File: config.mk
export PLATFORM = sky130hd
export DESIGN_NAME = cmd_proc_q
export DESIGN_NICKNAME = d
export VERILOG_FILES = /design/src/rtl/cmd_proc_q.sv
export SDC_FILE = /design/constraint.sdc
export NUM_CORES = 1
export LEC_CHECK = 0
export BUFFER_PORTS_ARGS = -buffer_cell sky130_fd_sc_hd__buf_2
export CAP_MARGIN = 0
export CORE_MARGIN = 2
export CORE_UTILIZATION = 25
export DETAILED_ROUTE_END_ITERATION = 8
export SLEW_MARGIN = 20
export SYNTH_ARGS = -nofsm -noshare
export SYNTH_HDL_FRONTEND = slang
export SYNTH_SLANG_ARGS = --single-unit
File: constraint.sdc
create_clock -name clk -period 3.3 [get_ports clk]
set_input_delay 0.33 -clock clk [delete_from_list [all_inputs] [get_ports clk]]
set_output_delay 0.33 -clock clk [all_outputs]
set_load 0.01 [all_outputs]
File: src/rtl/cmd_proc_q.sv
// Queued command processor: buffers up to DEPTH commands from the UART and runs them
// one at a time against cal / navigate / maze_solve, with coded responses and a watchdog.
module cmd_proc_q #(
  parameter int DEPTH  = 4,
  parameter int HDNG_W = 12,
  parameter int TMO_W  = 24
) (
  input  logic              clk,
  input  logic              rst_n,
  input  logic [15:0]       cmd,
  input  logic              cmd_rdy,
  output logic              clr_cmd_rdy,
  output logic              send_resp,
  output logic [7:0]        resp,
  output logic              strt_cal,
  input  logic              cal_done,
  output logic              in_cal,
  output logic              strt_hdng,
  output logic              strt_mv,
  input  logic              mv_cmplt,
  output logic [HDNG_W-1:0] dsrd_hdng,
  output logic              stp_lft,
  output logic              stp_rght,
  output logic              cmd_md,
  input  logic              sol_cmplt,
  output logic              busy,
  output logic [$clog2(DEPTH):0] q_cnt
);
  localparam int AW = $clog2(DEPTH);
  localparam int CW = AW + 1;

  localparam logic [7:0] RSP_ACK = 8'hA5;
  localparam logic [7:0] RSP_ERR = 8'hEE;
  localparam logic [7:0] RSP_TMO = 8'hBB;
  localparam logic [7:0] RSP_ABT = 8'hAB;

  typedef struct packed {
    logic [2:0]  op;
    logic [12:0] arg;
  } cmd_t;

  typedef enum logic [2:0] {IDLE, CAL, HDNG, MOVE, SOLVE} state_t;

  state_t           state, state_nxt;
  cmd_t             q_mem [DEPTH];
  cmd_t             head;
  logic [AW-1:0]    rd_ptr, wr_ptr;
  logic [CW-1:0]    cnt;
  logic [TMO_W-1:0] wdog;
  logic             ee_pend;

  logic [2:0] op;
  logic       full, push, pop, is_abt, is_bad;
  logic       done, tmo;
  logic       unused_head;

  // ---- intake decode ----
  assign op     = cmd[15:13];
  assign full   = (cnt == CW'(DEPTH));
  assign is_abt = cmd_rdy & (op == 3'b111);
  assign is_bad = cmd_rdy & op[2] & (op != 3'b111);
  assign push   = cmd_rdy & ~op[2] & ~full;
  assign clr_cmd_rdy = is_abt | is_bad | push;

  assign head        = q_mem[rd_ptr];
  assign unused_head = ^{head.op[2], head.arg};

  assign busy   = (state != IDLE);
  assign cmd_md = (state != SOLVE);
  assign q_cnt  = cnt;

  // ---- executor next state / pulses ----
  always_comb begin
    state_nxt = state;
    pop       = 1'b0;
    strt_cal  = 1'b0;
    strt_hdng = 1'b0;
    strt_mv   = 1'b0;
    in_cal    = 1'b0;
    done      = 1'b0;
    tmo       = 1'b0;
    case (state)
      IDLE: begin
        if (cnt != '0 && !is_abt) begin
          pop = 1'b1;
          case (head.op[1:0])
            2'b00:   begin strt_cal  = 1'b1; state_nxt = CAL;  end
            2'b01:   begin strt_hdng = 1'b1; state_nxt = HDNG; end
            2'b10:   begin strt_mv   = 1'b1; state_nxt = MOVE; end
            default: state_nxt = SOLVE;
          endcase
        end
      end
      CAL: begin
        in_cal = ~cal_done;
        if (cal_done)   begin done = 1'b1; state_nxt = IDLE; end
        else if (&wdog) begin tmo  = 1'b1; state_nxt = IDLE; end
      end
      HDNG, MOVE: begin
        if (mv_cmplt)   begin done = 1'b1; state_nxt = IDLE; end
        else if (&wdog) begin tmo  = 1'b1; state_nxt = IDLE; end
      end
      SOLVE: begin
        if (sol_cmplt) begin done = 1'b1; state_nxt = IDLE; end
      end
      default: state_nxt = IDLE;
    endcase
    if (is_abt) state_nxt = IDLE;
  end

  always_ff @(posedge clk or negedge rst_n) begin
    if (!rst_n) state <= IDLE;
    else        state <= state_nxt;
  end

  // Watchdog restarts on every state change; SOLVE has no time limit.
  always_ff @(posedge clk or negedge rst_n) begin
    if (!rst_n)                                            wdog <= '0;
    else if (state_nxt != state)                           wdog <= '0;
    else if (state == CAL || state == HDNG || state == MOVE) wdog <= wdog + 1'b1;
  end

  // ---- command queue ----
  always_ff @(posedge clk) begin
    if (push) q_mem[wr_ptr] <= cmd;
  end

  always_ff @(posedge clk or negedge rst_n) begin
    if (!rst_n) begin
      rd_ptr <= '0;
      wr_ptr <= '0;
      cnt    <= '0;
    end else if (is_abt) begin
      rd_ptr <= '0;
      wr_ptr <= '0;
      cnt    <= '0;
    end else begin
      if (push) wr_ptr <= wr_ptr + 1'b1;
      if (pop)  rd_ptr <= rd_ptr + 1'b1;
      cnt <= cnt + CW'(push) - CW'(pop);
    end
  end

  // ---- navigate parameters, held until the next heading/move pop ----
  always_ff @(posedge clk or negedge rst_n) begin
    if (!rst_n) begin
      dsrd_hdng <= '0;
      stp_lft   <= 1'b0;
      stp_rght  <= 1'b0;
    end else begin
      if (strt_hdng) dsrd_hdng <= head.arg[HDNG_W-1:0];
      if (strt_mv) begin
        stp_lft  <= head.arg[1];
        stp_rght <= head.arg[0];
      end
    end
  end

  // ---- response arbiter: abort > completion/timeout > error ----
  always_ff @(posedge clk or negedge rst_n) begin
    if (!rst_n) begin
      send_resp <= 1'b0;
      resp      <= 8'h00;
      ee_pend   <= 1'b0;
    end else begin
      send_resp <= 1'b0;
      if (is_abt) begin
        send_resp <= 1'b1;
        resp      <= RSP_ABT;
        ee_pend   <= 1'b0;
      end else if (done | tmo) begin
        send_resp <= 1'b1;
        resp      <= done ? RSP_ACK : RSP_TMO;
        ee_pend   <= ee_pend | is_bad;
      end else if (ee_pend | is_bad) begin
        // a fresh error arriving with one already pending is dropped here
        send_resp <= 1'b1;
        resp      <= RSP_ERR;
        ee_pend   <= 1'b0;
      end
    end
  end

endmodule

Yosys cells after proc, flatten, opt, wreduce, memory -nomap -nowiden
Memory sizes are Yosys's and may differ from the RTL's.
Cells that the tools add are included.
{"block": "classes", "addsub": 5, "n_reduce_logical": 14, "n_bitwise": 12, "n_eq_ne": 11, "mux": 47}
{"op": "$mux W24", "count": 2}
{"op": "$mux W1", "count": 26}
{"op": "$add A24 B1 Y24 const B", "count": 1}
{"op": "$mux W8", "count": 3}
{"op": "$reduce_and A24 Y1", "count": 1}
{"op": "$mux W3", "count": 7}
{"op": "$pmux W3 S4", "count": 1}
{"op": "$eq A3 B3 Y1 const B", "count": 3}
{"op": "$pmux W3 S3", "count": 1}
{"op": "$reduce_bool A3 Y1", "count": 3}
{"op": "$mux W2", "count": 4}
{"op": "$eq A3 B2 Y1 const B", "count": 2}
{"op": "$ne A3 B3 Y1 const B", "count": 2}
{"op": "$reduce_bool A2 Y1", "count": 3}
{"op": "$and A1 B1 Y1", "count": 5}
{"op": "$mux W5", "count": 1}
{"op": "$add A2 B1 Y2 const B", "count": 2}
{"op": "$or A1 B1 Y1", "count": 4}
{"op": "$add A3 B1 Y3", "count": 1}
{"op": "$eq A3 B1 Y1 const B", "count": 1}
{"op": "$logic_not A3 Y1", "count": 1}
{"op": "$ne A3 B3 Y1", "count": 1}
{"op": "$not A1 Y1", "count": 3}
{"op": "$pmux W1 S3", "count": 1}
{"op": "9 further kinds", "count": 10}
{"block": "totals", "n_memories": 1, "regBits": 58, "input_bits": 22, "ram_bits": 64, "wordCells": 101, "output_inout_bits": 33}
{"memory": "q_mem", "depth": 4, "width": 16, "read_ports": 1, "rd_clocked_by_memory_dff": 0, "write_ports": 1, "line": "45", "source": "cmd_t q_mem [DEPTH];"}

Depth between registers and ports, before layout
Gate-level depths: netlist of the first run.
{"block": "depth", "word_depth": 9, "mapped_depth": 11, "depth_no_buf": 10}

Worst setup path before layout of the first run
No wires, ideal clock.
{"block": "synth_path", "path_kind": "flip-flop to flip-flop", "start": "reg rd_ptr[0]", "end": "reg wdog[0]", "n_path_buf": 3, "required_time_ns": 3.227, "arrival_time_ns": 2.344, "setup_ns": 0.073, "path_stages_with_launch": 10, "period_less_slack_ns": 2.416, "slack_ns": 0.884, "cell_sequence": "dfrtp_1 > buf_4 > buf_2 > mux4_2 > inv_1 > ha_1 > o31ai_1 > o221ai_2 > buf_6 > nor2_1"}
{"block": "synth_between", "elab_chain_cells": 8, "elab_cells_between_ends": 11, "cone_classes": "eq/ne: 3; mux: 5; reduce/logical: 2; memory: 1"}
{"item": "start, declared", "line": "47", "source": "logic [AW-1:0] rd_ptr, wr_ptr;"}
{"item": "start signal, assigned", "line": "139", "source": "if (pop) rd_ptr <= rd_ptr + 1'b1;"}
{"item": "$mem_v2 Z4 W16 *"}
{"item": "$eq A2 B2 Y1 (tied with other cells)", "line": "86", "source": "case (head.op[1:0])"}
{"item": "$pmux W3 S3 *", "line": "86"}
{"item": "$mux W3 *", "line": "84", "source": "if (cnt != '0 && !is_abt) begin"}
{"item": "$pmux W3 S4 *", "line": "82", "source": "case (state)"}
{"item": "$mux W3 *", "line": "108", "source": "if (is_abt) state_nxt = IDLE;"}
{"item": "$ne A3 B3 Y1 *", "line": "119", "source": "else if (state_nxt != state) wdog <= '0;"}
{"item": "$mux W24 / $reduce_bool A2 Y1 (equally long branches)"}
{"item": "end signal, assigned", "line": "120", "source": "else if (state == CAL || state == HDNG || state == MOVE) wdog <= wdog + 1'b1;"}
{"item": "end, declared", "line": "49", "source": "logic [TMO_W-1:0] wdog;"}
Every way passes the cells marked *; elsewhere a longest branch is shown, timed or not.
A chain may end at the register's enable or synchronous reset.

Worst setup path after layout of the first run
{"block": "layout_path", "start": "reg rd_ptr[0]", "end": "reg wdog[1]"}
Same word-level chain as after synthesis.

==> results of run 1 <==
timing repair:
action                                 in CTS  in global routing
buffers inserted                            0                  0
setup endpoints to repair                   0                  0
gates resized for setup                     0                  0
hold buffers                                0                  1
endpoints found under the hold margin       0                 16
power by group:
part	internal (W)	leakage [nW]	switching [W]	total (W)
Sequential	0.00174	1.22	0.000193	0.00193
Combinational	0.000746	0.970	0.000861	0.00161
Clock	0.000552	0.149	0.000531	0.00108
Total	0.00304	2.34	0.00158	0.00462
registers in the layout, indices dropped and copies added (netlist names):
signal,cells
send_resp,1
rd_ptr,2
stp_lft,1
wr_ptr,2
wdog,24
resp,6
state,3
q_cnt,3
dsrd_hdng,12
ee_pend,1
stp_rght,1
q_mem,56
placed cells by master, fill, tap and decap left out, drive strengths merged, types with 9 or more instances in the layout:
master	synthesis	routed
ha	11	11
xnor2	9	9
nand4	9	9
nand3	16	16
edfxtp	56	56
dfrtp	56	56
buf	10	59
mux4	14	14
mux2	14	14
xor2	19	19
nand2	25	25
inv	13	17
nor2	40	40
clkbuf	3	10
metrics by stage:
stage | setup slack (ns) | power [W]
5_1_grt | 0.355 | 0.00493
2_1_floorplan | 0.884 | 0.00310
6_report | 0.605 | 0.00462
3_3_place_gp | 0.645 | 0.00348
3_5_place_dp | 0.570 | 0.00358
4_1_cts | 0.515 | 0.00466
final timing paths:
check	start	endpoint	slack (ns)	depth (start not counted)
max reg2reg	rd_ptr[0]$_DFFE_PN0P_	wdog[1]$_DFFE_PN0P_	0.60	7
min reg2reg	resp[0]$_DFFE_PN0P_	resp[0]$_DFFE_PN0P_	0.47	1
min in group asynchronous	rst_n	wdog[2]$_DFFE_PN0P_	0.47	2
max	rd_ptr[0]$_DFFE_PN0P_	wdog[1]$_DFFE_PN0P_	0.60	7
max in group asynchronous	rst_n	wdog[9]$_DFFE_PN0P_	2.21	3
min	cmd[0]	q_mem[2][0]$_DFFE_PP_	0.19	1
cells by family (layout without fill, tap and decap cells):
logic type                 Yosys count  in the layout
muxes                               29             29
AOI/OAI and AO/OA                   22             22
xor gates and xnor gates            28             28
DFF                                112            112
and+or+nand+nor                    125            125
buffers and inverters               26             89
adders and majority gates           12             12
layer usage:
layer,track usage [%],share of wire (%),vias up
li1,-,-,1380
met1,12.0,42,1514
met2,19.2,52,39
met3,3.39,4.4,9
met4,3.73,1.2,0
met5,0,0,-
worst max-delay path, delay by kind of cell, from the launching register on:
kind | cells | cell delay, ns
mux | 1 | 0.58
buf+inv | 2 | 0.36
compound gates | 3 | 1.04
fa+ha+maj | 1 | 0.24
flops | 1 | 0.40
cell type report:
type	count	share of cell area, %
multi-input combinational	216	29.8
inverter	13	0.837
clock inverter	6	1.01
timing repair buffer	60	5.71
sequential	112	52.9
clock buffer	10	4.10
tap	265	5.69
==> flow_summary.ini, run 1 <==
[status]
status = complete, no violations

[logic_synthesis]
synth_commonest_cells = dfrtp_1, edfxtp_1, nor2_1, nand2_1, xor2_1
synth_cells = 354
avgSynthCellArea_um2 = 14.0
synthFlopType = edfxtp_1
synth_mux_area_share_pct = 10.4
yosysTopAreaCellShare_pct = 34.0
synthDistinctLibCells = 51
synth_fa_ha_area_share_pct = 3.18
synthSimpleGateAreaFrac_pct = 13.1
ys_seq_area_share_pct = 62.3
synth_top_cell_by_area = edfxtp_1
synth_top_family_by_area = simple AND/OR/NAND/NOR gates
synth_edf_count = 56
synth_nets = 388
ys_async_sr_fraction_pct = 50.0
ys_ff_latch = 112
netlist_top_cells_area = edfxtp_1, dfrtp_1, mux4_2, xor2_1, nor2_1
synth_xor_xnor_area_share_pct = 4.95
synth_area_um2 = 4950
yosysWarnings = 0
synth_compound_area_share_pct = 3.18

[critical_path]
path_cells = buf_4 > mux4_2 > inv_1 > ha_1 > o31ai_1 > o221ai_4 > a21oi_1
crit_path_max_incr_delay_ns = 0.58
cp_max_fo = 24
cp_slowest_cell = mux4_2
crit_type = reg2reg
critPathArrivalTime_ns = 2.97
crit_path_end_kind = register
cp-start-kind = register
crit_required_ns = 3.57

[final_layout]
final_area_um2 = 5830
multi_input_area_um2 = 1740
syn_to_final_growth_pct = 17.8
final_core_util_pct = 30.0
nets = 446
antenna_cells = 0
layout-drive-gt1-share_pct = 26.9
seq_area_um2 = 3080
fill_cells = 1939
instances_no_fill = 682

[sta]
rsz0062_at_grt = no
min_period_ns = 2.70
finalClockSkew_ns = 0.00953
finalHoldViolCount = 0
finalSetupViolCount = 0
relSlewSlack_pct = 44.0
tns_ns = 0
tightest_slew_ns = 0.840
period_share_pct = 81.7
fmax_ghz = 0.371
slew_violations = 0
fin_hold_ws_ns = 0.192

[floorplan]
design.core.area_um2 = 19500
io_pins = 55
fp.dieW_um = 145
dieArea_um2 = 21000
die_h_um = 145
num_rows = 51
start_util_pct = 25.4

[detailed_routing]
avgViaCountPerCell = 4.31
routedWlPerCell_um = 15.3
route.detailed.drc = 0
via_count = 2942
wirelength_mm = 10.5
drt_pass1_iterations = 6
ant_nets = 0
drtIter0Drc = 173

[grt]
grt_pass1_wl_mm = 16.6
grt-ovfl-total = 0
antenna_found_initial = 0
grt_use_total_pct = 10.7
grt_pass1_vias = 3186
grt_max_degree = 39

[power_and_ir_drop]
vdd_ir_drop_max_v = 0.000288
p_per_area_nw_per_um2 = 792
p_leak_nw = 2.34

[cts]
cts-root-buf = clkbuf_16
clock-sinks = 112
numCtsBuffers = 9
clock_latency_ns = 0.35
cts_tree = yes
clockBufferDepth = 2
clk_pin_slew_ns = 0.08
htree_levels = 3

[flow_run]
cap_viol_max_count = 0

[place]
gp_congestion = 0.759
dp.cells = 664
place_area_um2 = 5490
dp_hpwl_mm = 7.16
port_buffers = 53

[min_path]
hold_path.class = in2reg
Power figures use the tool's default switching activity.
==> run 2, diff against run 1 <==
- clock period: 3.3 -> 2.36 ns (I/O delays scaled with it)
==> run 2 against run 1 <==
Against the previous run:
- critical path depth is the same
- setup slack lost 0.48 ns
- sequential power grew 37%
- count of clock-buffer cells in the layout shrank 1
- sequential cell count is the same
- via count grew 1.9%
- non-clock buffer count grew 13
- wire length shrank 2.3%
- largest power group unchanged
==> flow_summary.ini, run 2 (synthesis results as in run 1) <==
[final_layout]
nets = 459
final_core_util_pct = 30.5
syn_to_final_growth_pct = 19.9
fill_cells = 1955
largest_register = q_mem
largest_register_ffs = 56
final_cell_mix = edfxtp_1, dfrtp_1, buf_2
multi_input_area_um2 = 1740
seq_area_um2 = 3080
layout-drive-gt1-share_pct = 29.5
mostFrequentLayoutCell = edfxtp_1
largestRegisters = q_mem x56, wdog x24, dsrd_hdng x12

[min_path]
hold_path.class = in2reg

[floorplan]
start_util_pct = 25.4
fp.dieW_um = 145
io_pins = 55
die_h_um = 145
num_rows = 51
design.core.area_um2 = 19500
dieArea_um2 = 21000

[sta]
finalClockSkew_ns = 0.00977
min_period_ns = 2.23
fmax_ghz = 0.448
tns_ns = 0
tightest_slew_ns = 0.667
period_share_pct = 94.6
relSlewSlack_pct = 55.6
finalHoldViolCount = 0
finalSetupViolCount = 0
fin_hold_ws_ns = 0.0944
slew_violations = 0

[power_and_ir_drop]
clockPowerShare_pct = 22.6
power_w = 0.00656
switching_power_w = 0.00221
p_comb_share_pct = 37.0
swShare_pct = 33.7
p_per_area_nw_per_um2 = 1100
p_leak_nw = 2.40
pwr-share-seq_pct = 40.4
vdd_ir_drop_max_v = 0.000324
p_int_w = 0.00435

[critical_path]
crit_path_end_kind = output pin
crit_family = multiplexers
cp_slowest_cell = mux4_2
crit_path_max_incr_delay_ns = 0.56
cp-start-kind = register
cp_max_fo = 4
path_cells = mux4_2 > inv_1 > buf_4 > ha_1 > nand2_1 > inv_1 > buf_2
critPathArrivalTime_ns = 2.00
crit_type = reg2out
crit_required_ns = 2.12
crit_buf_inv = 4
path_common_cell = inv_1

[grt]
grt_max_degree = 30
grt_pass1_wl_mm = 16.4
grt-ovfl-total = 0
grt_use_total_pct = 10.5
grt_pass1_vias = 3192
antenna_found_initial = 0

[detailed_routing]
avgViaCountPerCell = 4.31
via_count = 2998
routedWlPerCell_um = 14.7
drtIter0Drc = 225
wirelength_mm = 10.2
route.detailed.drc = 0
ant_nets = 0
drt_pass1_iterations = 4

[place]
dp_hpwl_mm = 7.04
gp_congestion = 0.771
port_buffers = 53

[cts]
clock_latency_ns = 0.35
cts_tree = yes
clk_pin_slew_ns = 0.07
numCtsBuffers = 9
clock-sinks = 112
clockBufferDepth = 2
htree_levels = 3
cts-root-buf = clkbuf_16

[status]
status = complete, no violations

[flow_run]
cap_viol_max_count = 0
==> run 2: timing repair <==
action                     CTS  global route
hold endpoints to repair    27             0
setup endpoints to repair    0             3
gates resized for setup      0             4
setup buffers                0             1
hold buffers                 1             0
==> run 2: final timing paths <==
| check | start | to | slack (ns) | cells past startpoint |
|---|---|---|---|---|
| worst max register to register | rd_ptr[0]$_DFFE_PN0P_ | wdog[1]$_DFFE_PN0P_ | 0.21 | 7 |
| worst min-delay path | cmd[7] | q_mem[3][7]$_DFFE_PP_ | 0.09 | 1 |
| min in group asynchronous | rst_n | wdog[9]$_DFFE_PN0P_ | 0.45 | 2 |
| max in group asynchronous | rst_n | rd_ptr[0]$_DFFE_PN0P_ | 1.27 | 3 |
| worst max-delay path | rd_ptr[0]$_DFFE_PN0P_ | strt_mv | 0.13 | 7 |
| worst min register to register | resp[0]$_DFFE_PN0P_ | resp[0]$_DFFE_PN0P_ | 0.48 | 1 |
==> run 2: layout make-up <==
| type | instances | share of cell area (%) |
|---|---|---|
| multi-input cells | 216 | 29.3 |
| diodes | 1 | 0.0421 |
| well taps | 265 | 5.58 |
| clock buffers | 9 | 3.79 |
| repair buffers | 73 | 7.46 |
| clock inverters | 7 | 1.05 |
| inverters | 13 | 0.822 |
| flip-flops and latches | 112 | 51.9 |
==> run 2: per-layer routing <==
metal,vias up,global-route usage [%],routed length [um]
met2,47,18.4,5410
met1,1525,11.6,4100
met4,0,4.29,149
met5,-,0,0
met3,10,3.62,557
li1,1416,-,-
==> run 2: stage by stage <==
stage               std cells  area [um^2]  setup slack [ns]
detailed placement        677         5620             0.135
global route              695         5930         -0.000799
CTS                       694         5910           0.00897
global placement          677         5620             0.173
finish                    696         5940             0.128
floorplan                 354         4950            0.0329
==> run 2: power by group through the flow <==
stage	combinational [W]	sequential (W)	clock [W]
2_1_floorplan	0.00161	0.00273	0
3_3_place_gp	0.00235	0.00267	0
3_5_place_dp	0.00244	0.00269	0
4_1_cts	0.00245	0.00265	0.00153
5_1_grt	0.00271	0.00270	0.00161
6_report	0.00243	0.00265	0.00148
==> run 3, diff against run 2 <==
- PLACE_DENSITY: unset -> 0.5
==> run 3 against run 2 <==
Against the previous run:
- count of clock-buffer cells in the layout unchanged
- sequential power about the same
- critical endpoint unchanged
- critical path depth unchanged
- worst hold slack lost 0.0094 ns
- cell count increased by 0.72%
- via count is 0.83% lower
- setup slack worse by 0.0011 ns
==> flow_summary.ini, run 3 (synthesis results as in run 1) <==
[status]
status = complete, no violations

[final_layout]
largest_register = q_mem
largest_register_ffs = 56
largestRegisters = q_mem x56, wdog x24, dsrd_hdng x12
syn_to_final_growth_pct = 21.2
layout-drive-gt1-share_pct = 30.6
final_core_util_pct = 30.9
fill_cells = 1940
final_cell_mix = edfxtp_1, dfrtp_1, buf_2
nets = 464
mostFrequentLayoutCell = edfxtp_1

[sta]
relSlewSlack_pct = 60.3
tns_ns = 0
layout_setup_ws_ns = 0.127
finalClockSkew_ns = 0.00910
finalHoldViolCount = 0
finalSetupViolCount = 0
tightest_slew_ns = 0.594
period_share_pct = 94.6
slew_violations = 0
fmax_ghz = 0.448
min_period_ns = 2.23
rsz0062_at_grt = yes

[floorplan]
fp.dieW_um = 145
design.core.area_um2 = 19500
io_pins = 55
die_h_um = 145
start_util_pct = 25.4
dieArea_um2 = 21000
num_rows = 51

[place]
port_buffers = 53
gp_congestion = 0.750
dp_hpwl_mm = 6.91
dp_worst_setup_slack_ns = 0.0757

[critical_path]
cp_max_fo = 5
crit_type = reg2out
crit_path_end_kind = output pin
cp_slowest_cell = mux4_2
crit_required_ns = 2.12
path_cells = mux4_2 > inv_1 > buf_4 > ha_1 > nand2_2 > inv_1 > buf_2
critPathArrivalTime_ns = 2.00
cp-start-kind = register
crit_path_max_incr_delay_ns = 0.55
path_common_cell = inv_1

[detailed_routing]
avgViaCountPerCell = 4.24
drtIter0Drc = 182
route.detailed.drc = 0
ant_nets = 0
via_count = 2973
routedWlPerCell_um = 14.1
drt_pass1_iterations = 6
wirelength_mm = 9.92

[cts]
clock-sinks = 112
clock_latency_ns = 0.36
clockBufferDepth = 2
cts_tree = yes
clk_pin_slew_ns = 0.09
numCtsBuffers = 9
htree_levels = 3
cts-root-buf = clkbuf_16

[grt]
grt_use_total_pct = 10.2
grt_pass1_wl_mm = 16.1
grt_max_degree = 37
antenna_found_initial = 2
grt-ovfl-total = 0
grt_pass1_vias = 3083

[power_and_ir_drop]
p_leak_nw = 2.44
p_per_area_nw_per_um2 = 1110
vdd_ir_drop_max_v = 0.000481

[min_path]
hold_path.class = in2reg

[flow_run]
cap_viol_max_count = 0
run 3: repair_timing:
action	CTS	global route
resized for setup	1	2
hold endpoints to repair	20	0
hold buffers	1	0
setup endpoints to repair	1	3
setup buffers	0	5
pin swaps	0	1
run 3: final timing paths:
| kind | start | endpoint | slack [ns] | cells past startpoint |
|---|---|---|---|---|
| max in group asynchronous | rst_n | state[2]$_DFF_PN0_ | 1.32 | 3 |
| min in group asynchronous | rst_n | dsrd_hdng[7]$_DFFE_PN0P_ | 0.42 | 2 |
| min | cmd[1] | q_mem[0][1]$_DFFE_PP_ | 0.08 | 1 |
| max reg2reg | rd_ptr[0]$_DFFE_PN0P_ | wdog[2]$_DFFE_PN0P_ | 0.16 | 7 |
| min reg2reg | resp[0]$_DFFE_PN0P_ | resp[0]$_DFFE_PN0P_ | 0.48 | 1 |
| max | rd_ptr[0]$_DFFE_PN0P_ | strt_mv | 0.13 | 7 |
run 3: per-stage QoR:
step | hold slack (ns) | area, um^2 | total power, W | instances
6_report | 0.0850 | 6000 | 0.00666 | 701
5_1_grt | 0.0647 | 6000 | 0.00710 | 700
4_1_cts | 0.0661 | 5960 | 0.00673 | 695
3_5_place_dp | 0.278 | 5620 | 0.00512 | 678
3_3_place_gp | 0.274 | 5620 | 0.00506 | 678
2_1_floorplan | -0.0596 | 4950 | 0.00434 | 354
run 3: critical path, delay by kind of cell (launching register included):
kind          cells  cell delay (ns)
simple gates      1             0.09
flops             1             0.43
fa+ha+maj         1             0.15
mux               1             0.55
buf+inv           4             0.41
run 3: layout make-up:
type / instances / area, um^2 / share of cell area (%)
multi-input combinational: 216 / 1730 / 28.8
timing repair buffer: 78 / 480 / 8.00
tap: 265 / 332 / 5.52
sequential: 112 / 3080 / 51.4
clock inverter: 7 / 101 / 1.69
antenna: 1 / 2.50 / 0.0417
clock buffer: 9 / 225 / 3.75
inverter: 13 / 48.8 / 0.813
run 3: per-layer routing:
layer / GRT usage, % / wire length (um)
met5: 0 / 16
met4: 4.50 / 180
met3: 2.83 / 383
met2: 18.0 / 5260
met1: 11.4 / 4080
run 3: power breakdown:
group | switching, W | total, W | internal, W
Combinational | 0.00122 | 0.00242 | 0.00120
Sequential | 0.000227 | 0.00266 | 0.00243
Clock | 0.000810 | 0.00159 | 0.000779
